`config.mk`:
```
export PLATFORM = sky130hd
export DESIGN_NAME = mem_stage_flat
export DESIGN_NICKNAME = d
export VERILOG_FILES = /design/src/rtl/mem_pkg.sv /design/src/rtl/mem_stage_if.sv /design/src/rtl/data_sram.sv /design/src/rtl/mem_stage.sv /design/src/flat_wrapper.sv
export SDC_FILE = /design/constraint.sdc
export NUM_CORES = 2
export LEC_CHECK = 0
export CAP_MARGIN = 20
export CORE_MARGIN = 2
export CORE_UTILIZATION = 56
export CTS_CLUSTER_SIZE = 40
export DETAILED_ROUTE_END_ITERATION = 16
export PLACE_DENSITY = 0.71
export SLEW_MARGIN = 20
export SYNTH_ARGS = -nofsm -noshare
export SYNTH_HDL_FRONTEND = slang
export SYNTH_SLANG_ARGS = --single-unit
```
`constraint.sdc`:
```
create_clock -name clk -period 6.1 [get_ports clk]
set_clock_uncertainty 0.15 [all_clocks]
set_input_delay 0.915 -clock clk [delete_from_list [all_inputs] [get_ports clk]]
set_output_delay 0.915 -clock clk [all_outputs]
set_load 0.005 [all_outputs]
```
`src/rtl/mem_pkg.sv`:
```
`default_nettype none
// ============================================================================
// Module      : mem_pkg
// Description : Shared types and default constants for the MEM pipeline stage.
// Revision    : 1.0 - initial release
// ============================================================================
package mem_pkg;

  typedef enum logic [1:0] {
    IDLE = 2'd0,
    BUSY = 2'd1,
    DONE = 2'd2
  } state_t;

  localparam int          WORD_BYTES      = 4;
  localparam int          DEF_DEPTH       = 64;
  localparam int          DEF_WAIT_CYCLES = 4;
  localparam logic [31:0] DEF_BASE_ADDR   = 32'd1024;

  // Width of a counter/index that must be at least one bit wide.
  function automatic int clog2_min1(input int n);
    return (n > 1) ? $clog2(n) : 1;
  endfunction

endpackage
`default_nettype wire

```
`src/rtl/mem_stage_if.sv`:
```
`default_nettype none
// ============================================================================
// Module      : mem_stage_if
// Description : EXE -> MEM request bundle and MEM -> WB result bundle.
// Revision    : 1.0 - initial release
// ============================================================================
interface mem_stage_if;

  logic        WB_EN;
  logic        MEM_R_EN;
  logic        MEM_W_EN;
  logic [31:0] ALU_Res;
  logic [31:0] Val_Rm;
  logic [3:0]  Dest;

  logic        WB_EN_out;
  logic        MEM_R_EN_out;
  logic [31:0] ALU_Res_out;
  logic [3:0]  Dest_out;
  logic [31:0] Mem_Data;
  logic        ready;

  modport master (
    output WB_EN, MEM_R_EN, MEM_W_EN, ALU_Res, Val_Rm, Dest,
    input  WB_EN_out, MEM_R_EN_out, ALU_Res_out, Dest_out, Mem_Data, ready
  );

  modport slave (
    input  WB_EN, MEM_R_EN, MEM_W_EN, ALU_Res, Val_Rm, Dest,
    output WB_EN_out, MEM_R_EN_out, ALU_Res_out, Dest_out, Mem_Data, ready
  );

endinterface
`default_nettype wire

```
`src/rtl/data_sram.sv`:
```
`default_nettype none
// ============================================================================
// Module      : data_sram
// Description : Single-port data memory, synchronous write and read, cleared
//               by reset.
// Revision    : 1.0 - initial release
// ============================================================================
module data_sram #(
  parameter int DEPTH = 64,
  parameter int AW    = 6
) (
  input  wire logic          clk,
  input  wire logic          rst_n,
  input  wire logic          we,
  input  wire logic          re,
  input  wire logic [AW-1:0] idx,
  input  wire logic [31:0]   wdata,
  output logic      [31:0]   rdata
);

  logic [31:0] r_mem [DEPTH];
  logic [31:0] r_rdata;

  always_ff @(posedge clk or negedge rst_n) begin
    if (!rst_n) begin
      for (int i = 0; i < DEPTH; i++) begin
        r_mem[i] <= '0;
      end
    end else if (we) begin
      r_mem[idx] <= wdata;
    end
  end

  always_ff @(posedge clk or negedge rst_n) begin
    if (!rst_n) begin
      r_rdata <= '0;
    end else if (re) begin
      r_rdata <= r_mem[idx];
    end
  end

  assign rdata = r_rdata;

endmodule
`default_nettype wire

```
`src/rtl/mem_stage.sv`:
```
`default_nettype none
// ============================================================================
// Module      : mem_stage
// Description : Pipeline MEM stage: multi-cycle load/store with upstream
//               freeze via ready. Optional sticky out-of-range flag when
//               MEM_STAGE_OOR_ERR_EN is defined.
// Revision    : 1.0 - initial release
// ============================================================================
module mem_stage
  import mem_pkg::*;
#(
  parameter int          DEPTH       = DEF_DEPTH,
  parameter int          WAIT_CYCLES = DEF_WAIT_CYCLES,
  parameter logic [31:0] BASE_ADDR   = DEF_BASE_ADDR
) (
  input  wire logic  clk,
  input  wire logic  rst_n,
  mem_stage_if.slave bus
`ifdef MEM_STAGE_OOR_ERR_EN
  ,
  output logic       oor_err
`endif
);

  localparam int                 c_addr_w   = clog2_min1(DEPTH);
  localparam int                 c_cnt_w    = clog2_min1(WAIT_CYCLES);
  localparam logic [c_cnt_w-1:0] c_cnt_last = c_cnt_w'(WAIT_CYCLES - 1);
  localparam logic [31:0]        c_span     = 32'(WORD_BYTES * DEPTH);

  state_t              r_state;
  state_t              w_state_nxt;
  logic [c_cnt_w-1:0]  r_cnt;
  logic [c_cnt_w-1:0]  w_cnt_nxt;
  logic                w_ready;

  logic                w_req;
  logic                w_is_load;
  logic [31:0]         w_off;
  logic                w_in_range;
  logic [c_addr_w-1:0] w_idx;
  logic                w_last;

  logic                r_zero;
  logic [31:0]         w_rdata;

  assign bus.WB_EN_out    = bus.WB_EN;
  assign bus.MEM_R_EN_out = bus.MEM_R_EN;
  assign bus.ALU_Res_out  = bus.ALU_Res;
  assign bus.Dest_out     = bus.Dest;

  // A simultaneous read+write request is a store, so only a pure read loads.
  assign w_req      = bus.MEM_R_EN | bus.MEM_W_EN;
  assign w_is_load  = bus.MEM_R_EN & ~bus.MEM_W_EN;
  assign w_off      = bus.ALU_Res - BASE_ADDR;
  assign w_in_range = (bus.ALU_Res >= BASE_ADDR) && (w_off < c_span);
  assign w_idx      = w_off[c_addr_w+1:2];
  assign w_last     = (r_state == BUSY) && (r_cnt == c_cnt_last);

  always_ff @(posedge clk or negedge rst_n) begin
    if (!rst_n) begin
      r_state <= IDLE;
      r_cnt   <= '0;
    end else begin
      r_state <= w_state_nxt;
      r_cnt   <= w_cnt_nxt;
    end
  end

  always_comb begin
    w_state_nxt = r_state;
    w_cnt_nxt   = r_cnt;
    w_ready     = 1'b0;
    case (r_state)
      IDLE: begin
        w_ready = ~w_req;
        if (w_req) begin
          w_state_nxt = BUSY;
          w_cnt_nxt   = '0;
        end
      end
      BUSY: begin
        if (r_cnt == c_cnt_last) begin
          w_state_nxt = DONE;
        end else begin
          w_cnt_nxt = r_cnt + c_cnt_w'(1);
        end
      end
      DONE: begin
        w_ready     = 1'b1;
        w_state_nxt = IDLE;
      end
      default: begin
        w_state_nxt = IDLE;
      end
    endcase
  end

  assign bus.ready = w_ready;

  data_sram #(
    .DEPTH (DEPTH),
    .AW    (c_addr_w)
  ) u_data_sram (
    .clk   (clk),
    .rst_n (rst_n),
    .we    (w_last & bus.MEM_W_EN & w_in_range),
    .re    (w_last & w_is_load & w_in_range),
    .idx   (w_idx),
    .wdata (bus.Val_Rm),
    .rdata (w_rdata)
  );

  // Loads that return no memory word (out of range, or read+write) force zero.
  always_ff @(posedge clk or negedge rst_n) begin
    if (!rst_n) begin
      r_zero <= 1'b0;
    end else if (w_last && bus.MEM_R_EN) begin
      r_zero <= ~(w_is_load & w_in_range);
    end
  end

  assign bus.Mem_Data = r_zero ? 32'd0 : w_rdata;

`ifdef MEM_STAGE_OOR_ERR_EN
  logic r_oor_err;

  always_ff @(posedge clk or negedge rst_n) begin
    if (!rst_n) begin
      r_oor_err <= 1'b0;
    end else if (w_last && !w_in_range) begin
      r_oor_err <= 1'b1;
    end
  end

  assign oor_err = r_oor_err;
`endif

endmodule
`default_nettype wire

```
`src/flat_wrapper.sv`:
```
// flat-port wrapper written by rule: the top's interface ports become plain ports
module mem_stage_flat import mem_pkg::*;
#(
  parameter int          DEPTH       = DEF_DEPTH,
  parameter int          WAIT_CYCLES = DEF_WAIT_CYCLES,
  parameter logic [31:0] BASE_ADDR   = DEF_BASE_ADDR
)
  (clk, rst_n, bus_WB_EN, bus_MEM_R_EN, bus_MEM_W_EN, bus_ALU_Res, bus_Val_Rm, bus_Dest, bus_WB_EN_out, bus_MEM_R_EN_out, bus_ALU_Res_out, bus_Dest_out, bus_Mem_Data, bus_ready);
  mem_stage_if bus_i ();
  input  wire logic clk;
  input  wire logic rst_n;
  input wire logic [$bits(bus_i.WB_EN)-1:0] bus_WB_EN;
  input wire logic [$bits(bus_i.MEM_R_EN)-1:0] bus_MEM_R_EN;
  input wire logic [$bits(bus_i.MEM_W_EN)-1:0] bus_MEM_W_EN;
  input wire logic [$bits(bus_i.ALU_Res)-1:0] bus_ALU_Res;
  input wire logic [$bits(bus_i.Val_Rm)-1:0] bus_Val_Rm;
  input wire logic [$bits(bus_i.Dest)-1:0] bus_Dest;
  output wire logic [$bits(bus_i.WB_EN_out)-1:0] bus_WB_EN_out;
  output wire logic [$bits(bus_i.MEM_R_EN_out)-1:0] bus_MEM_R_EN_out;
  output wire logic [$bits(bus_i.ALU_Res_out)-1:0] bus_ALU_Res_out;
  output wire logic [$bits(bus_i.Dest_out)-1:0] bus_Dest_out;
  output wire logic [$bits(bus_i.Mem_Data)-1:0] bus_Mem_Data;
  output wire logic [$bits(bus_i.ready)-1:0] bus_ready;
  assign bus_i.WB_EN = bus_WB_EN;
  assign bus_i.MEM_R_EN = bus_MEM_R_EN;
  assign bus_i.MEM_W_EN = bus_MEM_W_EN;
  assign bus_i.ALU_Res = bus_ALU_Res;
  assign bus_i.Val_Rm = bus_Val_Rm;
  assign bus_i.Dest = bus_Dest;
  assign bus_WB_EN_out = bus_i.WB_EN_out;
  assign bus_MEM_R_EN_out = bus_i.MEM_R_EN_out;
  assign bus_ALU_Res_out = bus_i.ALU_Res_out;
  assign bus_Dest_out = bus_i.Dest_out;
  assign bus_Mem_Data = bus_i.Mem_Data;
  assign bus_ready = bus_i.ready;
  mem_stage #(.DEPTH(DEPTH), .WAIT_CYCLES(WAIT_CYCLES), .BASE_ADDR(BASE_ADDR)) u_core (.clk(clk), .rst_n(rst_n), .bus(bus_i));
endmodule
```
After elaboration in Yosys (flattened, before gate mapping):

Index checks and enable logic that the tools add are counted.

* add/sub/neg operators: 2
* $lt $le $gt $ge: 4
* eq/ne operators: 6
* muxes and demuxes: 14
* bitwise operators: 11
* reduce and logical (&&, ||, !) cells: 8

Operators with widths (number)
* $bwmux W2048: 1
* $bmux W32 S6: 1
* $demux W32 S6: 1
* $mux W32: 4
* $ge A32 B11 Y1 const B: 1
* $lt A32 B9 Y1 const B: 1
* $sub A32 B11 Y32 const B: 1
* $mux W2: 4
* $pmux W2 S2: 2
* $ge A7 B7 Y1 const B: 1
* $lt A7 B1 Y1 const B: 1
* $not A6 Y7: 1
* $and A1 B1 Y1: 6
* $eq A2 B2 Y1 const B: 2
* $logic_and A1 B1 Y1: 4
* $ne A2 B2 Y1 const B: 2
* $not A1 Y1: 3
* $reduce_and A3 Y1: 1
* $add A2 B1 Y2 const B: 1
* $eq A2 B1 Y1 const B: 1
* $logic_not A2 Y1: 1
* $ne A2 B1 Y1 const B: 1
* $pmux W1 S2: 1
* $reduce_and A2 Y1: 1
* 2 further kinds: 2

* flip-flop bits (word level): 2085
* input port bits: 73
* output and inout bits: 71
* word-level logic and storage cells: 113

Logic depth before layout (Yosys ltp):

* depth after elaboration: 7
* mapped depth: 11
* depth with buffers taken out: 7

Modules after synthesis:

From an unflattened synthesis, not the netlist that was laid out.

* cells, all modules: 6656
* area total of the unflattened synthesis: 95416.5 um^2

By module, submodules not included
* data_sram: instances 1, cells an instance 6533, area each 94455.6 um^2, seq. area each 52049.9 um^2
* mem_stage: instances 1, cells an instance 123, area each 960.9 um^2, seq. area each 125.1 um^2

Least setup slack after synthesis:

OpenSTA, ideal clock, no wires.

* path kind: input port to flip-flop
* from: input port bus_ALU_Res[22]
* to: register u_core.u_data_sram.r_mem[1089] (netlist name)
* library setup time: 0.125 ns
* data arrival time: 3.253 ns
* required time: 5.825 ns
* setup slack: 2.573 ns
* stages: 8
* buffers on the path: 2
* cell sequence: nor4_1 > nand4_1 > xor2_1 > buf_2 > nand4_4 > nor2_4 > buf_6 > mux2_2

* word-level cells in the longest chain between the ends: 4
* elaborated cells on any way between the ends: 5
* those cells by class: 1 x add/sub; 2 x order compare; 1 x bitwise; 1 x reduce/logical

Ends and longest elaborated chain
* start, declared: line flat_wrapper.sv:15 `input wire logic [$bits(bus_i.ALU_Res)-1:0] bus_ALU_Res;`
* $sub A32 B11 Y32: line mem_stage.sv:54 `assign w_off = bus.ALU_Res - BASE_ADDR;`
* $lt A32 B9 Y1: line mem_stage.sv:55 `assign w_in_range = (bus.ALU_Res >= BASE_ADDR) && (w_off < c_span);`
* $logic_and A1 B1 Y1 *: line mem_stage.sv:55
* $and A1 B1 Y1 *: line mem_stage.sv:106 `.we (w_last & bus.MEM_W_EN & w_in_range),`
* end signal, assigned by index: line data_sram.sv:30 `r_mem[idx] <= wdata;`
* end, declared: line data_sram.sv:21 `logic [31:0] r_mem [DEPTH];`

Every way passes the cells marked *; elsewhere a longest branch is shown, timed or not.
A chain may end at the register's enable or synchronous reset.

Final worst setup path:

* from: input port bus_ALU_Res[4]
* to: register u_core.u_data_sram.r_mem[2010] (netlist name)

* word-level cells in the longest chain between the ends: 7
* elaborated cells on any way between the ends: 12
* those cells by class: 1 x add/sub; 4 x order compare; 3 x mux; 2 x bitwise; 2 x reduce/logical

Ends and longest elaborated chain (line)
* $sub A32 B11 Y32: mem_stage.sv:54
* $not A6 Y7 (not written as such): data_sram.sv:30
* $ge A7 B7 Y1 (not written as such) / $lt A7 B1 Y1 (equally long branches): data_sram.sv:30
* $logic_and A1 B1 Y1 (not written as such): data_sram.sv:30
* $mux W32 (not written as such): data_sram.sv:30
* $demux W32 S6: data_sram.sv:30
* $bwmux W2048: data_sram.sv:30

Parallel ways exist; a longest one is shown, timed or not.

==> results.sh <==
export IMPL_clkLatencyLatePin_ns=0.89
export IMPL_die_area_um2=177000
export IMPL_max_clock_freq_mhz=226
export IMPL_power_total_mw=29.1
export IMPL_start_util_pct=56.5
export IMPL_grt_pass1_wl_um=470000
export IMPL_cp_max_fo=68
export IMPL_cts_root_buf="sky130_fd_sc_hd__clkbuf_16"
export IMPL_syn_to_final_growth_pct=10.5
export IMPL_routed_wl_um=326000
export IMPL_p_per_area_nw_per_um2=271
export IMPL_first_global_vias=64600
export IMPL_yosys_warnings=0
export IMPL_grt_ovfl_total=0
export IMPL_final_setup_viol_count=0
export IMPL_mostFrequentLayoutCells="sky130_fd_sc_hd__dfrtp_1 (2084), sky130_fd_sc_hd__mux2_2 (2079), sky130_fd_sc_hd__mux2i_1 (326)"
export IMPL_async_reset_ff_share_pct=100
export IMPL_ys_flop_type="sky130_fd_sc_hd__dfrtp_1"
export IMPL_max_stage_delay_ns=0.82
export IMPL_synth_largest_area_cell="sky130_fd_sc_hd__dfrtp_1"
export IMPL_layout_min_cycle_time_ns=4.43
export IMPL_routabilityCongestion=0.879
export IMPL_synth_edff_count=0
export IMPL_largest_net_degree_at_the_start_of_global_routing=174
export IMPL_cp_required_ns=6.69
export IMPL_cts_resized_gates=0
export IMPL_detail_route_iter0_violations=8049
export IMPL_vert_die_dim_um=421
export IMPL_grt_setup_unrepaired="false"
export IMPL_nets=6855
export IMPL_crit_path_start_kind="input pin"
export IMPL_critPathMostFrequentCell="sky130_fd_sc_hd__buf_4"
export IMPL_crit_path_top_delay_cell="sky130_fd_sc_hd__nand3_1"
export IMPL_tritoncts_clock_tree="yes"
export IMPL_number_of_buffers_created_by_cts=212
export IMPL_relSlewSlack_pct=14.1
export IMPL_netlist_cell_type_count=77
export IMPL_worst_ir_drop_vdd_mv=0.283
export IMPL_maxCapViolCount=0
export IMPL_syn_instance_count=6920
export IMPL_dpl_cell_count=8876
export IMPL_run_status="complete, no violations"
export IMPL_timing_setup_critical_path_class="input pin to flop"
export IMPL_dpl_hpwl_um=190000
export IMPL_p_leak_nw=51.8
export IMPL_routed_via_count=64200
export IMPL_cell_by_cell_listing_of_the_critical_path="buf_8 -> clkinv_2 -> buf_4 -> buf_4 -> nand3_1 -> nor2_4 -> buf_12 -> mux2_2"
export IMPL_remaining_antenna_violation_count_after_routing=0
export IMPL_synth_sequential_area_ratio_pct=53.6
export IMPL_fin_cells=9279
export IMPL_synthesis_nets=6994
export IMPL_arrival_ns=5.02
export IMPL_timing_critical_path_to_type="flop"
export IMPL_post_place_ws_ns=0.979
export IMPL_cpLargestDelayFamily="buffers and inverters"
export IMPL_htreeDepth=4
export IMPL_drive_gt1_share_pct=42.7
export IMPL_worst_path_buf_inv=5
export IMPL_wire_per_inst_um=35.1
export IMPL_floorplan_core_area_um2=172000
export IMPL_fillCellCount=12700
export IMPL_drt_first_pass_iters=6
export IMPL_final_setup_tns_ns=0
export IMPL_ys_ff_latch=2085
export IMPL_core_rowCount=152
export IMPL_timing_worst_slew_pin_value_ns=1.29
export IMPL_path_clk_slew_ns=0.06
export IMPL_final_hold_violation_count=0
export IMPL_synth_largest_type_area_fraction_pct=53.6
export IMPL_synthesized_area_per_cell_um2=14.1
export IMPL_drc=0
export IMPL_die_x_um=421
export IMPL_dpl_cell_area_um2=100000
export IMPL_timing_final_max_slew_violations=0
export IMPL_hp_class="flop to flop"
export IMPL_clock_path_buffers=3
export IMPL_floorplan_io_pins=144
export IMPL_io_buffers=129
export IMPL_synthesis_area_um2=97300
export IMPL_layout_cell_area_excl_fill_um2=108000
export IMPL_synth_top_cells_by_area="sky130_fd_sc_hd__dfrtp_1 (54%), sky130_fd_sc_hd__mux2_2 (24%), sky130_fd_sc_hd__mux2i_1 (3.4%)"
export IMPL_global_route_usage_over_all_layers_pct=37.0
export IMPL_clock_net_sink_count=2085
export IMPL_timing_final_crit_share_pct=72.7
export IMPL_number_of_antenna_violations_at_the_first_check_in_global_routing=16
export IMPL_setup_slack_ns=1.67
export IMPL_mostFrequentLayoutCell="sky130_fd_sc_hd__dfrtp_1"
export IMPL_avgViaCountPerCell=6.92
final cells by class:
class	count	area, µm²	share of cell area, %
Clock inverter	71	922	0.857
Inverter	6	33.8	0.0314
Sequential cell	2085	52200	48.5
Timing Repair Buffer	397	4190	3.90
Antenna cell	12	30.0	0.0279
Clock buffer	319	6390	5.94
Multi-Input combinational cell	4079	40900	38.0
Tap cell	2310	2890	2.69
cell usage after synthesis (7+ instances only):
library cell and n:
sky130_fd_sc_hd__nand2b_1 18, sky130_fd_sc_hd__mux4_2 122, sky130_fd_sc_hd__dfrtp_1 2085, sky130_fd_sc_hd__buf_2 65, sky130_fd_sc_hd__o2bb2ai_1 53, sky130_fd_sc_hd__o22a_1 19
sky130_fd_sc_hd__nor2_1 121, sky130_fd_sc_hd__nand3_1 25, sky130_fd_sc_hd__a2111oi_0 19, sky130_fd_sc_hd__a211oi_1 9, sky130_fd_sc_hd__nor2_4 56, sky130_fd_sc_hd__a21oi_1 143
sky130_fd_sc_hd__clkbuf_1 364, sky130_fd_sc_hd__o22ai_1 116, sky130_fd_sc_hd__and3b_1 10, sky130_fd_sc_hd__o221ai_1 7, sky130_fd_sc_hd__nand4_4 8, sky130_fd_sc_hd__buf_1 92
sky130_fd_sc_hd__a221oi_1 172, sky130_fd_sc_hd__buf_4 61, sky130_fd_sc_hd__and2_1 8, sky130_fd_sc_hd__mux2_1 142, sky130_fd_sc_hd__nand2_1 136, sky130_fd_sc_hd__o211ai_1 7
sky130_fd_sc_hd__mux2i_1 326, sky130_fd_sc_hd__a31oi_1 12, sky130_fd_sc_hd__and3_1 14, sky130_fd_sc_hd__nor3b_1 9, sky130_fd_sc_hd__a22o_1 43, sky130_fd_sc_hd__nor4_1 11
sky130_fd_sc_hd__a22oi_1 132, sky130_fd_sc_hd__buf_6 168, sky130_fd_sc_hd__a221o_1 60, sky130_fd_sc_hd__nor2b_1 40, sky130_fd_sc_hd__nor3_1 9, sky130_fd_sc_hd__o21ai_0 75
sky130_fd_sc_hd__mux2_2 2079
cells by family (layout without fill, tap and decap cells):
logic type | after synthesis | in the layout | synth area share [%]
muxes | 2669 | 2669 | 31.9
buffers and inverters | 756 | 793 | 4.53
DFF | 2085 | 2085 | 53.6
and+or+nand+nor | 500 | 500 | 3.03
other | 0 | 12 | 0
xor gates and xnor gates | 1 | 1 | 0.00900
adders and majority gates | 1 | 1 | 0.0129
AOI/OAI and AO/OA | 908 | 908 | 6.91
through the flow:
step	util, %	hold slack, ns
CTS	62.4	0.334
global route	62.5	0.346
floorplan	-	0.292
detailed placement	58.2	0.321
global placement	58.2	0.310
finish	62.5	0.326
routing by layer:
layer | wire length (µm) | track usage [%] | vias to the layer above
li1 | - | - | 25300
met1 | 129000 | 50.3 | 34500
met2 | 143000 | 54.3 | 3552
met3 | 33600 | 9.96 | 876
met4 | 20000 | 20.2 | 10
met5 | 62 | 0 | -
flip-flops by register name (all words and copies together) (netlist names):
register and cells:
u_core.u_data_sram.rdata 32, u_core.r_cnt 2, u_core.r_state 2, u_core.r_zero 1, u_core.u_data_sram.r_mem 2048
path summary, 6_finish.rpt:
kind	from	endpoint	slack, ns	depth (start not counted)
max	bus_ALU_Res[4]	u_core.u_data_sram.r_mem[2010]	1.67	8
min	u_core.u_data_sram.r_mem[12]	u_core.u_data_sram.r_mem[12]	0.33	1
max reg2reg	u_core.r_cnt[0]	u_core.u_data_sram.rdata[2]	1.83	8
min reg2reg	u_core.u_data_sram.r_mem[12]	u_core.u_data_sram.r_mem[12]	0.33	1
max in group asynchronous	rst_n	u_core.u_data_sram.r_mem[1413]	3.51	3
min in group asynchronous	rst_n	u_core.u_data_sram.r_mem[238]	0.49	2
timing repair:
action / 4_1_cts / 5_1_grt
setup buffers: 0 / 0
hold endpoints to repair: 71 / 0
hold buffers: 1 / 0
report_power, final:
part / internal (mW) / switching [mW]
Combinational: 0.363 / 1.32
Clock: 7.87 / 5.69
Sequential: 13.8 / 0.0365
(Power assumes the default switching activity.)
